**src/rtl/mem_arb_pkg.sv**
```systemverilog
// Shared types and constants for the unified-memory port arbiter.
package mem_arb_pkg;

  localparam int DEF_ADDR_W       = 32;
  localparam int DEF_DATA_W       = 32;
  localparam int DEF_STARVE_LIMIT = 4;
  localparam int DEF_TIMEOUT      = 64;

  // Arbiter FSM states: one BUSY/RESP pair per requester.
  typedef enum logic [2:0] {
    ST_IDLE,
    ST_BUSY_IF,
    ST_BUSY_DM,
    ST_RESP_IF,
    ST_RESP_DM
  } arb_state_e;

  // Bits needed for a counter that must be able to hold maxVal.
  function automatic int cntWidth(input int maxVal);
    return (maxVal < 1) ? 1 : $clog2(maxVal + 1);
  endfunction

endpackage

```
**src/rtl/arb_watchdog.sv**
```systemverilog
// Busy-cycle watchdog: pulses timeout in the TIMEOUT-th consecutive enabled cycle.
module arb_watchdog
  import mem_arb_pkg::*;
#(
  parameter int TIMEOUT = DEF_TIMEOUT
) (
  input  logic clk,
  input  logic rst_n,
  input  logic clear,
  input  logic enable,
  output logic timeout
);

  localparam int            CW   = cntWidth(TIMEOUT);
  localparam logic [CW-1:0] LAST = CW'(TIMEOUT - 1);

  logic [CW-1:0] r_cnt;

  // Count cycles spent busy; restart whenever the arbiter leaves a BUSY state.
  always_ff @(posedge clk) begin
    if (!rst_n || clear) begin
      r_cnt <= '0;
    end else if (enable) begin
      r_cnt <= r_cnt + 1'b1;
    end
  end

  assign timeout = enable && (r_cnt == LAST);

endmodule

```
**src/rtl/mem_port_arbiter.sv**
```systemverilog
// Arbitrates one single-ported memory between instruction fetch and data access.
// Data wins unless fetch has already been passed over STARVE_LIMIT times in a row.
module mem_port_arbiter
  import mem_arb_pkg::*;
#(
  parameter int ADDR_W       = DEF_ADDR_W,
  parameter int DATA_W       = DEF_DATA_W,
  parameter int STARVE_LIMIT = DEF_STARVE_LIMIT,
  parameter int TIMEOUT      = DEF_TIMEOUT
) (
  input  logic              clk,
  input  logic              rst_n,
  input  logic              if_req,
  input  logic [ADDR_W-1:0] if_addr,
  output logic [DATA_W-1:0] if_rdata,
  output logic              if_valid,
  input  logic              dm_read,
  input  logic              dm_write,
  input  logic [ADDR_W-1:0] dm_addr,
  input  logic [DATA_W-1:0] dm_wdata,
  output logic [DATA_W-1:0] dm_rdata,
  output logic              dm_valid,
  output logic              stall_IF,
  output logic              stall_MEM,
  output logic              mem_req,
  output logic              mem_we,
  output logic [ADDR_W-1:0] mem_addr,
  output logic [DATA_W-1:0] mem_wdata,
  input  logic [DATA_W-1:0] mem_rdata,
  input  logic              mem_ack,
  output logic              bus_err
);

  localparam int            SW         = cntWidth(STARVE_LIMIT);
  localparam logic [SW-1:0] STARVE_MAX = SW'(STARVE_LIMIT);

  arb_state_e        r_state;
  arb_state_e        w_stateNext;
  logic [SW-1:0]     r_starveCnt;
  logic              r_memReq;
  logic              r_memWe;
  logic [ADDR_W-1:0] r_memAddr;
  logic [DATA_W-1:0] r_memWdata;
  logic [DATA_W-1:0] r_ifRdata;
  logic [DATA_W-1:0] r_dmRdata;
  logic              r_ifValid;
  logic              r_dmValid;
  logic              r_busErr;

  logic w_dmPend;
  logic w_idle;
  logic w_busy;
  logic w_grantDm;
  logic w_grantIf;
  logic w_timeout;

  assign w_dmPend  = dm_read | dm_write;
  assign w_idle    = (r_state == ST_IDLE);
  assign w_busy    = (r_state == ST_BUSY_IF) || (r_state == ST_BUSY_DM);
  assign w_grantDm = w_idle && w_dmPend && (!if_req || (r_starveCnt < STARVE_MAX));
  assign w_grantIf = w_idle && !w_grantDm && if_req;

  arb_watchdog #(
    .TIMEOUT(TIMEOUT)
  ) u_watchdog (
    .clk    (clk),
    .rst_n  (rst_n),
    .clear  (!w_busy),
    .enable (w_busy),
    .timeout(w_timeout)
  );

  // State register.
  always_ff @(posedge clk) begin
    if (!rst_n) begin
      r_state <= ST_IDLE;
    end else begin
      r_state <= w_stateNext;
    end
  end

  // Next-state logic: grant in IDLE, finish on ack or watchdog, one RESP cycle.
  always_comb begin
    w_stateNext = r_state;
    case (r_state)
      ST_IDLE: begin
        if (w_grantDm) begin
          w_stateNext = ST_BUSY_DM;
        end else if (w_grantIf) begin
          w_stateNext = ST_BUSY_IF;
        end
      end
      ST_BUSY_IF: if (mem_ack || w_timeout) w_stateNext = ST_RESP_IF;
      ST_BUSY_DM: if (mem_ack || w_timeout) w_stateNext = ST_RESP_DM;
      ST_RESP_IF: w_stateNext = ST_IDLE;
      ST_RESP_DM: w_stateNext = ST_IDLE;
      default:    w_stateNext = ST_IDLE;
    endcase
  end

  // Consecutive data grants taken while fetch waits; any fetch grant or idle fetch clears it.
  always_ff @(posedge clk) begin
    if (!rst_n) begin
      r_starveCnt <= '0;
    end else if (w_idle) begin
      if (!if_req || w_grantIf) begin
        r_starveCnt <= '0;
      end else if (w_grantDm && (r_starveCnt != STARVE_MAX)) begin
        r_starveCnt <= r_starveCnt + 1'b1;
      end
    end
  end

  // Memory bus, read-data capture, completion pulses and the sticky timeout flag.
  always_ff @(posedge clk) begin
    if (!rst_n) begin
      r_memReq   <= 1'b0;
      r_memWe    <= 1'b0;
      r_memAddr  <= '0;
      r_memWdata <= '0;
      r_ifRdata  <= '0;
      r_dmRdata  <= '0;
      r_ifValid  <= 1'b0;
      r_dmValid  <= 1'b0;
      r_busErr   <= 1'b0;
    end else begin
      r_ifValid <= 1'b0;
      r_dmValid <= 1'b0;
      case (r_state)
        ST_IDLE: begin
          if (w_grantDm) begin
            r_memReq   <= 1'b1;
            r_memWe    <= dm_write;
            r_memAddr  <= dm_addr;
            r_memWdata <= dm_wdata;
          end else if (w_grantIf) begin
            r_memReq   <= 1'b1;
            r_memWe    <= 1'b0;
            r_memAddr  <= if_addr;
            r_memWdata <= '0;
          end
        end
        ST_BUSY_IF: begin
          if (mem_ack) begin
            r_ifRdata <= mem_rdata;
            r_memReq  <= 1'b0;
            r_memWe   <= 1'b0;
            r_ifValid <= 1'b1;
          end else if (w_timeout) begin
            r_ifRdata <= '0;
            r_busErr  <= 1'b1;
            r_memReq  <= 1'b0;
            r_memWe   <= 1'b0;
            r_ifValid <= 1'b1;
          end
        end
        ST_BUSY_DM: begin
          if (mem_ack) begin
            if (!r_memWe) begin
              r_dmRdata <= mem_rdata;
            end
            r_memReq  <= 1'b0;
            r_memWe   <= 1'b0;
            r_dmValid <= 1'b1;
          end else if (w_timeout) begin
            r_dmRdata <= '0;
            r_busErr  <= 1'b1;
            r_memReq  <= 1'b0;
            r_memWe   <= 1'b0;
            r_dmValid <= 1'b1;
          end
        end
        default: begin
        end
      endcase
    end
  end

  assign mem_req   = r_memReq;
  assign mem_we    = r_memWe;
  assign mem_addr  = r_memAddr;
  assign mem_wdata = r_memWdata;
  assign if_rdata  = r_ifRdata;
  assign dm_rdata  = r_dmRdata;
  assign if_valid  = r_ifValid;
  assign dm_valid  = r_dmValid;
  assign bus_err   = r_busErr;
  assign stall_IF  = if_req & ~r_ifValid;
  assign stall_MEM = w_dmPend & ~r_dmValid;

endmodule
```
**config.mk**
```make
export PLATFORM = sky130hd
export DESIGN_NAME = mem_port_arbiter
export DESIGN_NICKNAME = d
export VERILOG_FILES = /design/src/rtl/mem_arb_pkg.sv /design/src/rtl/arb_watchdog.sv /design/src/rtl/mem_port_arbiter.sv
export SDC_FILE = /design/constraint.sdc
export NUM_CORES = 1
export LEC_CHECK = 0
export ABC_AREA = 1
export ABC_CLOCK_PERIOD_IN_PS = 2900
export CORE_MARGIN = 2
export CORE_UTILIZATION = 47
export CTS_BUF_LIST = sky130_fd_sc_hd__clkbuf_8
export CTS_CLUSTER_SIZE = 8
export DETAILED_ROUTE_END_ITERATION = 6
export PLACE_DENSITY = 0.88
export SLEW_MARGIN = 20
export SYNTH_ARGS = -nofsm -noshare
export SYNTH_HDL_FRONTEND = slang
export SYNTH_SLANG_ARGS = --single-unit
```
**constraint.sdc**
```tcl
create_clock -name clk -period 2.9 [get_ports clk]
set_input_delay 0.58 -clock clk [delete_from_list [all_inputs] [get_ports clk]]
set_output_delay 0.58 -clock clk [all_outputs]
set_load 0.01 [all_outputs]
```
==> reports/metrics.cfg <==
[detailed_routing]
wl_per_cell_microns = 14.3
wl_microns = 18600
post-route-drc-count = 0
drtAntennaViolNets = 0
dr_total_vias = 6465
drt-initial-drc-count = 570
vias_per_cell = 4.97
dr.pass1.iters = 5

[sta]
finalHoldViolCount = 0
setup_tns_ns = 0
fin_crit_ns = 2.42
worst_slack_ns = 0.482
timing.hold.ws_ns = 0.449
tightest_slew_ns = 0.679
rsz0062_at_grt = false
relSlewSlack_pct = 54.7
finalSetupViolCount = 0
fin_crit_sh_pct = 83.4
finalMaxSlewViolations = 0
fmaxAchievable_ghz = 0.414
fin_skew_ns = 0.00986

[logic_synthesis]
syn_area_per_cell_sq_um = 7.07
syn_inst = 873
synth_area_sq_um = 6170
synth_seq_cells = 146
synth.net_count = 1010
yosys.area.top_type = dfxtp_1
ys_types = 27
seq_area_frac_synth_pct = 47.4
synth_edf_count = 0
synth_flop_cell = dfxtp_1
synth_most_common_cell = nand2_1
synthTopCellsByCount = nand2_1 (309), dfxtp_1 (146), a21oi_1 (103)
synth_top_area_share_pct = 47.4
ys_warn_count = 0
synthTopCellsByArea = dfxtp_1 (47%), nand2_1 (19%), a21oi_1 (8.4%)
async_flop_share_pct = 0

[global_routing]
track_usage_pct = 25.9
grt_max_degree = 90
grt_pass1_wl_microns = 29300
grt_pass1_vias = 6083
antenna_found_initial = 0
grt.overflow.total = 0

[setup_path]
regToRegEndpoint = dm_rdata[16]
critPathBufInv = 3
cp_common_cell = clkdlybuf4s50_1
regToRegSetupSlack_ns = 0.81
path_max_fanout = 4
end_kind = primary output
r2r-start = u_watchdog.r_cnt[0]
worstPathArrival_ns = 1.84
cp_slowest_cell = clkdlybuf4s50_1
crit_chain = clkdlybuf4s50_1 -> inv_1 -> nor2_1 -> clkdlybuf4s50_1
critical_path_class = input pin to primary output
required_ns = 2.32
cp-start-kind = input pin
path_delay_family = buffers and inverters
max_stage_delay_ns = 0.54
rr_worst_depth = 8

[clocking]
cts_buffers = 17
clk_path_buf_depth = 2
worst_skew_pair.late_latency_ns = 0.45
path_clk_slew_ns = 0.07
h-tree-depth = 4
ctsRootBufferMaster = clkbuf_8
ctsResizeCount = 0
cts_sinks = 146
ctsHoldBuffers = 0
postCtsSetupBuffers = 0
cts_tree = done

[hold_path]
hold_path_class = flop to flop
min_to = mem_req
worstHoldPathCells = 2
min_from = mem_req

[placed_design]
hpwl_microns = 13000
place_ws_ns = 0.474
gp_congestion = 0.834
numPortBuffers = 268

[power_and_ir_drop]
power.density_nw_per_um2 = 721
switching_share_pct = 34.7
peakVddDrop_v = 0.000418
p_leak_uw = 0.00396
p_int_uw = 4360
combinationalPowerShare_pct = 37.0
p_sw_uw = 2320
p_clk_share_pct = 25.3
seq_power_share_pct = 37.7

[cells_and_area]
multi_input_area_sq_um = 2590
seqCellArea_sq_um = 2920
nets = 1253
drive_gt1_share_pct = 5.31
synthToLayoutAreaGrowth_pct = 50.0
fillers = 1017
num_antenna_cells = 0

[floorplan]
rows = 41
core_area_sq_um = 12700
die-area_sq_um = 14100
initial_core_util_pct = 48.5
die-width_microns = 119
ioPinCount = 269
fp.dieH_microns = 119

[run_status]
outcome = completed

[run]
cap_viol_max_count = 0

## flip-flops by register name, indices dropped and copies added, names as in the netlist
register,count
mem_req,1
dm_rdata,32
mem_wdata,32
bus_err,1
mem_addr,32
if_valid,1
if_rdata,32
u_watchdog.r_cnt,7
r_state,3
r_starveCnt,3
dm_valid,1
mem_we,1
## routing by layer
layer / vias to the layer above / global-route usage [%] / wire (microns)
met5: - / 0 / 0
met4: 0 / 12.8 / 706
met3: 49 / 8.25 / 1560
met2: 293 / 44.1 / 9050
met1: 2911 / 29.0 / 7290
li1: 3212 / - / -
## logic make-up (layout without fill, tap and decap cells)
family / Yosys count / after routing / synth area share (%)
adder cells (fa/ha/maj): 3 / 3 / 0.608
AO/OA/AOI/OAI: 107 / 107 / 8.76
XOR/XNOR: 3 / 3 / 0.426
buffers and inverters: 137 / 393 / 10.7
AND/OR/NAND/NOR: 477 / 477 / 32.2
flip-flops: 146 / 146 / 47.4
## layout by cell type, fill, tap and decap left out, types with 3 or more instances in the layout
cell / netlist / final
nand2_1: 309 / 309
clkdlybuf4s50_1: 0 / 268
dfxtp_1: 146 / 146
a21oi_1: 103 / 103
nor2_1: 81 / 81
inv_1: 75 / 77
nand3_1: 40 / 40
nand4_1: 32 / 32
clkbuf_8: 0 / 21
buf_4: 5 / 8
inv_2: 6 / 5
nand2_2: 4 / 4
nand2_4: 3 / 3
ha_1: 3 / 3
bufinv_16: 0 / 3
clkinv_2: 0 / 3
clkinvlp_4: 0 / 3
## metrics by stage
step	cells	utilization (%)	total power (uW)	area, sq um
after CTS	1301	72.8	6720	9260
final	1301	72.8	6670	9260
after floorplan	873	-	4040	6170
after global placement	1269	69.4	4970	8830
after global routing	1301	72.8	7070	9260
after detailed placement	1269	69.4	5020	8830
## final cells by class
class	count	area share, %
clock buffer	21	3.12
clock inverter	11	1.46
inverter	83	3.47
multi-input combinational	590	28.0
sequential	146	31.6
tap	172	2.32
timing repair buffer	278	30.1
## power groups by stage
| stage | Combinational [uW] | Clock, uW | Sequential (uW) |
|---|---|---|---|
| 3_3_place_gp | 2430 | 0 | 2540 |
| 4_1_cts | 2490 | 1710 | 2520 |
| 6_report | 2470 | 1690 | 2520 |
| 2_1_floorplan | 1350 | 0 | 2690 |
| 5_1_grt | 2730 | 1790 | 2550 |
| 3_5_place_dp | 2460 | 0 | 2560 |
## worst max path at each step
| stage | startpoint | to | slack [ns] | cells after the start |
|---|---|---|---|---|
| after floorplan | dm_write | mem_addr[24] | 1.41 | 9 |
| after global placement | if_req | stall_IF | 0.51 | 4 |
| after detailed placement | mem_ack | dm_rdata[16] | 0.47 | 6 |
| after CTS | if_req | stall_IF | 0.50 | 4 |
| after global routing | if_req | stall_IF | 0.44 | 4 |
| final | if_req | stall_IF | 0.48 | 4 |
## worst reg2reg max path, stage by stage, from the launching register on
cell and delay (ns):
dfxtp_1 0.36, ha_1 0.17, nand2_1 0.09, nor2_2 0.14, nand2_2 0.12, nand2_4 0.16
nand3_2 0.55, nand2_1 0.28, a21oi_1 0.10
(Power assumes the default switching activity.)
